File: config.mk
export PLATFORM = sky130hd
export DESIGN_NAME = gps_srq_sched
export DESIGN_NICKNAME = d
export VERILOG_FILES = /design/src/rtl/gps_sched_pkg.sv /design/src/rtl/rr_pick.sv /design/src/rtl/gps_srq_sched.sv
export SDC_FILE = /design/constraint.sdc
export NUM_CORES = 1
export LEC_CHECK = 0
export ABC_AREA = 1
export CAP_MARGIN = 10
export CORE_AREA = 10 10 133 135
export DETAILED_ROUTE_END_ITERATION = 8
export DIE_AREA = 0 0 143 145
export GPL_TIMING_DRIVEN = 1
export MAX_ROUTING_LAYER = met4
export PLACE_DENSITY = 0.73
export SLEW_MARGIN = 20
export SYNTH_ARGS = -nofsm -noshare
export SYNTH_HDL_FRONTEND = slang
export SYNTH_SLANG_ARGS = --single-unit
File: constraint.sdc
create_clock -name clk -period 6.3 [get_ports clk]
set_clock_uncertainty 0.1 [all_clocks]
set_input_delay 1.89 -clock clk [delete_from_list [all_inputs] [get_ports clk]]
set_output_delay 1.89 -clock clk [all_outputs]
set_load 0.01 [all_outputs]
File: src/rtl/gps_sched_pkg.sv
// Shared definitions for the GPS service-request scheduler.
//   state_t  : scheduler FSM states (IDLE, BUSY)
//   GID_W    : width of a grant / requester index
//   host_idx : request index used by the host for a given channel count
package gps_sched_pkg;

  typedef enum logic {
    IDLE = 1'b0,
    BUSY = 1'b1
  } state_t;

  localparam int unsigned GID_W = 4;

  // The host request sits directly above the last demodulator channel.
  function automatic logic [GID_W-1:0] host_idx(input int unsigned n_chans);
    return n_chans[GID_W-1:0];
  endfunction

endpackage

File: src/rtl/rr_pick.sv
// Combinational round-robin picker.
//   req_i    : candidate request vector (N bits)
//   last_i   : index granted most recently
//   winner_o : first set request searching upward from last_i+1, wrapping modulo N
//   any_o    : at least one request is set
module rr_pick
  import gps_sched_pkg::*;
#(
  parameter int unsigned N = 13
) (
  input  logic [N-1:0]     req_i,
  input  logic [GID_W-1:0] last_i,
  output logic [GID_W-1:0] winner_o,
  output logic             any_o
);

  logic             found;
  logic [GID_W-1:0] idx;

  always_comb begin
    winner_o = '0;
    found    = 1'b0;
    idx      = '0;
    for (int unsigned k = 1; k <= N; k++) begin
      idx = GID_W'((32'(last_i) + k) % N);
      if (!found && req_i[idx]) begin
        winner_o = idx;
        found    = 1'b1;
      end
    end
    any_o = |req_i;
  end

endmodule

File: src/rtl/gps_srq_sched.sv
// GPS service-request scheduler: latches per-channel epoch pulses and a host
// request, grants them one at a time round-robin, and aborts a grant that is
// not serviced within TIMEOUT cycles.
//   clk, rst_n   : clock, asynchronous active-low reset
//   chan_srq     : per-channel epoch pulses
//   host_srq     : host request pulse (index V_GPS_CHANS)
//   chan_mask    : per-channel enable
//   svc_done     : host finished with the current grant
//   flag_clr     : clears sticky overrun / timeout
//   grant_valid  : grant outstanding
//   grant_id     : granted index
//   pending      : latched unserviced requests
//   overrun      : sticky per-index overrun
//   timeout      : sticky watchdog abort
module gps_srq_sched
  import gps_sched_pkg::*;
#(
  parameter int unsigned V_GPS_CHANS = 12,
  parameter logic [15:0] TIMEOUT     = 16'd49152
) (
  input  logic                   clk,
  input  logic                   rst_n,
  input  logic [V_GPS_CHANS-1:0] chan_srq,
  input  logic                   host_srq,
  input  logic [V_GPS_CHANS-1:0] chan_mask,
  input  logic                   svc_done,
  input  logic                   flag_clr,
  output logic                   grant_valid,
  output logic [GID_W-1:0]       grant_id,
  output logic [V_GPS_CHANS:0]   pending,
  output logic [V_GPS_CHANS:0]   overrun,
  output logic                   timeout
);

  localparam int unsigned      NREQ = V_GPS_CHANS + 1;
  localparam logic [GID_W-1:0] HOST = host_idx(V_GPS_CHANS);

  state_t             state_q;
  logic [GID_W-1:0]   grant_id_q;
  logic [GID_W-1:0]   last_q;
  logic [15:0]        wd_q;
  logic [NREQ-1:0]    pending_q, pending_d;
  logic [NREQ-1:0]    overrun_q, overrun_d;
  logic               timeout_q, timeout_d;

  logic [NREQ-1:0]    req;
  logic [NREQ-1:0]    en_mask;
  logic [NREQ-1:0]    eligible;
  logic [NREQ-1:0]    grant_clr;
  logic [GID_W-1:0]   win;
  logic               win_any;
  logic               grant_go;
  logic               done_go;
  logic               expire;

  assign req      = {host_srq, chan_srq & chan_mask};
  assign en_mask  = {1'b1, chan_mask};
  // A channel masked this cycle loses its pending bit on the coming edge, so it
  // must not be picked on that same edge either.
  assign eligible = pending_q & en_mask;

  rr_pick #(.N(NREQ)) u_pick (
    .req_i    (eligible),
    .last_i   (last_q),
    .winner_o (win),
    .any_o    (win_any)
  );

  always_comb begin
    grant_go  = (state_q == IDLE) && win_any;
    done_go   = (state_q == BUSY) && svc_done;
    // svc_done in the expiry cycle counts as completion, not abort.
    expire    = (state_q == BUSY) && !svc_done && (wd_q == TIMEOUT - 16'd1);
    grant_clr = '0;
    if (grant_go) grant_clr[win] = 1'b1;
    // A new request on the index being granted re-sets its pending bit.
    pending_d = ((pending_q & ~grant_clr) | req) & en_mask;
    overrun_d = (overrun_q & {NREQ{~flag_clr}}) | (req & pending_q);
    timeout_d = (timeout_q & ~flag_clr) | expire;
  end

  always_ff @(posedge clk or negedge rst_n) begin
    if (!rst_n) begin
      state_q    <= IDLE;
      grant_id_q <= '0;
      last_q     <= HOST;
      wd_q       <= '0;
      pending_q  <= '0;
      overrun_q  <= '0;
      timeout_q  <= 1'b0;
    end else begin
      pending_q <= pending_d;
      overrun_q <= overrun_d;
      timeout_q <= timeout_d;
      case (state_q)
        IDLE: begin
          if (grant_go) begin
            state_q    <= BUSY;
            grant_id_q <= win;
            wd_q       <= '0;
          end
        end
        BUSY: begin
          wd_q <= wd_q + 16'd1;
          if (done_go || expire) begin
            state_q <= IDLE;
            last_q  <= grant_id_q;
          end
        end
        default: state_q <= IDLE;
      endcase
    end
  end

  assign grant_valid = (state_q == BUSY);
  assign grant_id    = grant_id_q;
  assign pending     = pending_q;
  assign overrun     = overrun_q;
  assign timeout     = timeout_q;

endmodule
-- Word-level counts from Yosys, hierarchy flattened
Index checks and enable logic that the tools add are counted.
- multipliers: 0
- divide/modulo/power cells: 13
- multiplexer cells: 59
- eq/ne operators: 2
- magnitude comparators: 15
- reduce and logical (&&, ||, !) cells: 34
- add/subtract/negate cells: 14
- bitwise operators: 13
- shift-type cells: 0
- operators by type and width (operator ; number):
    32-bit by 4-bit modulo with 32-bit output (second input constant) ; 13
    4-bit by 5-bit less-than comparator with 1-bit output (second input constant) ; 14
    13-bit bitwise AND ; 5
    1-bit binary-select mux with 4-bit select ; 13
    4-bit 2-to-1 mux ; 13
    16-bit one-hot mux with 2 select lines ; 1
    4-bit by 4-bit adder with 5-bit output (second input constant) ; 6
    1-bit 2-to-1 mux ; 28
    13-bit bitwise OR ; 2
    4-bit by 3-bit adder with 5-bit output (second input constant) ; 4
    1-bit logical AND ; 17
    16-bit by 1-bit adder with 16-bit output (second input constant) ; 1
    16-bit equality test (second input constant) ; 1
    16-bit 2-to-1 mux ; 1
    1-bit logical NOT ; 13
    13-bit 2-to-1 mux ; 1
    13-bit inverter ; 1
    13-bit OR reduction ; 1
    12-bit bitwise AND ; 1
    4-bit by 2-bit adder with 5-bit output (second input constant) ; 2
    4-bit by 1-bit adder with 5-bit output (second input constant) ; 1
    1-bit demux with 4-bit select ; 1
    4-bit by 1-bit >= comparator with 1-bit output (second input constant) ; 1
    2-bit AND reduction ; 2
    6 further kinds ; 7
- output and inout port bits: 32
- input port bits: 29
- word-level logic and storage cells: 157
- flip-flop bits (word level): 52
- bits in latches: 0
- RAM bits: 0
- memories kept: 0
- ROM bits: 0

-- Longest topological paths before layout
- depth in word-level cells: 50
- depth in mapped cells: 43
- depth with buffers taken out: 38

-- Cells and area by module
A second synthesis with hierarchy kept.
- cells, all modules: 1251
- area, all modules: 7682.4 um^2
- by module, submodules not included (module ; cells each ; area an instance (um^2) ; times used):
    rr_pick ; 969 ; 5267.6 ; 1
    gps_srq_sched ; 282 ; 2414.8 ; 1

-- Worst setup path before layout
No wires, ideal clock.
- kind: register to register
- start point: register last_q[0]
- end point: register pending_q[0], in the netlist pending[0]
- setup slack: 0.424 ns
- data arrival time: 5.660 ns
- cell stages (with the launch flop): 38
- clock period less this slack: 5.876 ns
- path buffers: 5
- path through: dfrtp_1 buf_2 buf_2 buf_2 clkbuf_1 inv_1 ha_1 buf_2 inv_2 ha_1 inv_1 nand3_2 nand3_2 xor2_2 ha_1 inv_1 o2111ai_1 nand3_1 (+2 left out) nand3_1 nand3_1 nand3_1 nand2_2 inv_2 nand4_4 nor2_4 nand4_2 nor2_4 nand2_1 inv_1 nand2_1 o21ai_2 nand4_4 a21oi_2 nand2_1 nand2_1 nand2_1
- cells in the longest elaborated chain, start to end: 50
- elaborated cells between the ends (all ways): 111
- those cells by class: 13 x add/sub; 13 x div; 2 x order compare; 54 x mux; 4 x bitwise; 25 x reduce/logical
- ends and longest elaborated chain (item ; RTL line ; source):
    start, declared ; gps_srq_sched.sv:40 ; logic [GID_W-1:0] last_q;
    start signal, assigned ; gps_srq_sched.sv:107 ; last_q <= grant_id_q;
    4-bit by 1-bit adder with 5-bit output ; rr_pick.sv:25 ; idx = GID_W'((32'(last_i) + k) % N);
    32-bit by 4-bit modulo with 32-bit output ; rr_pick.sv:25 ;
    1-bit binary-select mux with 4-bit select ; rr_pick.sv:26 ; if (!found && req_i[idx]) begin
    1-bit 2-to-1 mux (implied by the code) ; rr_pick.sv:26 ;
    1-bit 2-to-1 mux ; rr_pick.sv:26 ;
    1-bit logical NOT ; rr_pick.sv:26 ;
    1-bit logical AND ; rr_pick.sv:26 ;
    1-bit 2-to-1 mux ; rr_pick.sv:26 ;
    (+35 left out) ; n/a ;
    1-bit 2-to-1 mux (implied by the code) ; gps_srq_sched.sv:75 ; if (grant_go) grant_clr[win] = 1'b1;
    1-bit demux with 4-bit select * ; gps_srq_sched.sv:75 ;
    13-bit 2-to-1 mux * ; gps_srq_sched.sv:75 ;
    13-bit inverter * ; gps_srq_sched.sv:77 ; pending_d = ((pending_q & ~grant_clr) | req) & en_mask;
    13-bit bitwise AND * ; gps_srq_sched.sv:77 ;
    13-bit bitwise OR * ; gps_srq_sched.sv:77 ;
    13-bit bitwise AND * ; gps_srq_sched.sv:77 ;
    named net pending_d[0] ; gps_srq_sched.sv:42 ; logic [NREQ-1:0] pending_q, pending_d;
    end signal, assigned ; gps_srq_sched.sv:92 ; pending_q <= pending_d;
    end, declared ; gps_srq_sched.sv:42 ;
Mark *: on every way through the listed nets, which the timed path passes. The rest lies on a longest branch. The select of a mux whose other input is x is not followed.
A chain may end at the register's enable or synchronous reset.

-- Worst setup path in the final report
- start point: register last_q[0]
- end point: register pending_q[6], in the netlist pending[6]
The elaborated chain is that of the path after synthesis.

==> impl_metrics.tcl <==
set metrics [dict create \
    crit_start "last_q[0]" \
    relSlewSlack 0.3922 \
    ctsResizeCount 0 \
    grt_antenna_before_repair 0 \
    wl_um 27060 \
    insertion_delay_ns 0.30 \
    fillCellCount 1517 \
    worstSetupStartpointType "register" \
    cts_buffer_depth 2 \
    crit_top_cell "nand2_1" \
    hp-start "wd_q[15]" \
    cp_slowest_cell "ha_1" \
    cts_buffers 5 \
    drt_iter0_drc 994 \
    antenna_left 0 \
    grt_overflow 0 \
    die_h_um 145 \
    ys_seq_area_frac 0.1610 \
    vias 9158 \
    viasPerCell 5.745 \
    core_um2 15030 \
    post_cts_buffers 0 \
    status "completed" \
    grt_pass1_vias 8406 \
    synth_area_um2 8097 \
    track_usage 0.2641 \
    die-area_um2 20740 \
    grt_pass1_wl_um 44020 \
    io_pins 61 \
    routedWlPerCell_um 16.97 \
    clock-sinks 52 \
    cts_max_level 2 \
    netlist_top_cells_area "nand2_1 16%, dfrtp_1 15%, nand3_1 13%" \
    hold_ws_ns 0.4031 \
    area_growth_pct 12.81 \
    gp_congestion 1.026 \
    antenna_cells 0 \
    placementRows 45 \
    route.detailed.drc 0 \
    slowest_delay_ns 0.57 \
    start_util 0.5386 \
    fp.dieW_um 143 \
    cts-root-buf "clkbuf_16" \
    cp.required_ns 6.37 \
    worstPathArrival_ns 5.76 \
    tightest_slew_ns 0.9034 \
    layout-drive-gt1-share 0.09104 \
    finalCritPeriodShare 0.9028 \
    hold_viol_final 0 \
    endpoint_kind "register" \
    synth_nets 1435 \
    rsz0062_at_grt "no" \
    avgSynthCellArea_um2 6.029 \
    synth_top_area_share 0.1572 \
    synth_warnings 0 \
    fmax_mhz 175.8 \
    ys_ff_latch 52 \
    cp_max_fo 12 \
    place_hpwl_um 21390 \
    min_period_ns 5.688 \
    r2r_start "last_q[0]" \
    worst-setup-path-type "register to register" \
    finalNetCount 1497 \
    hold_class "register to register" \
    fin_cells 1594 \
    port-buffer-count 60 \
    postCtsHoldBufs 0 \
    grt_max_degree 53 \
    cts.clk_slew.worst_paths_ns 0.07 \
    placedCellCount 1586 \
    cts_tree "yes" \
    slew_viol_final 0 \
    setup_viol 0 \
    final.setup.tns_ns 0 \
    final_util 0.6076 \
    max_cap_viol_count 0 \
    synth_cell_types 54 \
    synth_top_cell_by_area "nand2_1" \
    dr.pass1.iters 6 \
    synth_cells 1343 \
]
[cells in the mapped netlist (all sizes together)]
master	number
or2	5
xnor2	5
o41ai	1
a41oi	1
a21oi	52
nand4	33
o22ai	1
and3	1
o21ai	104
ha	63
dfrtp	50
o211ai	25
buf	16
a22oi	2
clkinv	6
nor3	10
nand3	220
a31oi	5
mux2i	1
clkbuf	14
xor2	39
nor4	4
o221ai	1
dfstp	2
o311ai	3
nor2	104
a211oi	2
inv	192
nand2	367
o31ai	4
nand3b	7
o2111ai	3
[routing by layer]
| metal | share of wire | routed length (um) | vias up | track usage |
|---|---|---|---|---|
| met2 | 0.43 | 11720 | 384 | 0.3945 |
| met1 | 0.46 | 12370 | 4167 | 0.3648 |
| met3 | 0.087 | 2366 | 49 | 0.04140 |
| met5 | 0 | 0 | - | - |
| li1 | - | - | 4558 | - |
| met4 | 0.022 | 600 | 0 | 0.06037 |
[final timing paths]
kind | to | slack (ns) | cells past startpoint
hold reg to reg | wd_q[15] | 0.40 | 1
max in group asynchronous | last_q[1] | 4.05 | 2
min in group asynchronous | overrun[4] | 1.61 | 2
setup reg to reg | pending[6] | 0.61 | 33
hold / removal | wd_q[15] | 0.40 | 1
setup / recovery | pending[6] | 0.61 | 33
[sequential cells by signal, indices dropped and copies added, names as in the netlist]
| register | cells |
|---|---|
| grant_id | 4 |
| grant_valid | 1 |
| last_q | 4 |
| overrun | 13 |
| pending | 13 |
| timeout | 1 |
| wd_q | 16 |
[worst max-delay path: cells and delay by family (launching register included)]
family | cells | cell delay (ns)
buffers and inverters | 7 | 0.78
AO/OA/AOI/OAI | 3 | 0.64
flip-flops | 1 | 0.42
XOR/XNOR | 1 | 0.22
AND/OR/NAND/NOR | 19 | 2.41
adder cells (fa/ha/maj) | 3 | 0.99
[logic make-up after synthesis]
family                     share of synthesized area
buffers and inverters                         0.1110
adders and majority gates                    0.09736
muxes                                       0.001236
AOI/OAI and AO/OA                             0.1476
DFF                                           0.1610
xor gates and xnor gates                     0.05038
and+or+nand+nor                               0.4315
[layout by cell type (no fill, tap or decap), types with 22 or more instances in the layout]
cell type	synthesis	routed
ha_1	63	63
o211ai_1	24	24
nand2_1	339	339
nand2_2	22	22
a21oi_1	51	51
buf_4	3	25
nand4_1	30	30
nor2_1	90	90
dfrtp_1	50	50
xor2_1	36	36
inv_1	176	176
o21ai_0	82	82
clkdlybuf4s50_1	0	59
nand3_1	211	211
[through the flow]
step / worst slack [ns] / cell area [um2]
2_1_floorplan: 0.4236 / 8097
3_3_place_gp: 0.8336 / 8962
3_5_place_dp: 0.7093 / 8962
4_1_cts: 0.6865 / 9134
5_1_grt: 0.02656 / 9134
6_report: 0.6122 / 9134
[final cells by class]
| type | instances | area, um2 | share of cell area |
|---|---|---|---|
| inverters | 198 | 745.7 | 0.08164 |
| flip-flops and latches | 52 | 1304 | 0.1427 |
| clock buffers | 5 | 125.1 | 0.01370 |
| repair buffers | 85 | 783.3 | 0.08575 |
| well taps | 188 | 235.2 | 0.02575 |
| clock inverters | 3 | 46.29 | 0.005068 |
| multi-input cells | 1063 | 5894 | 0.6453 |
Power is left out: the tool's default activity adds up to more than one toggle a clock period on the data nets, which glitch-free logic cannot reach.
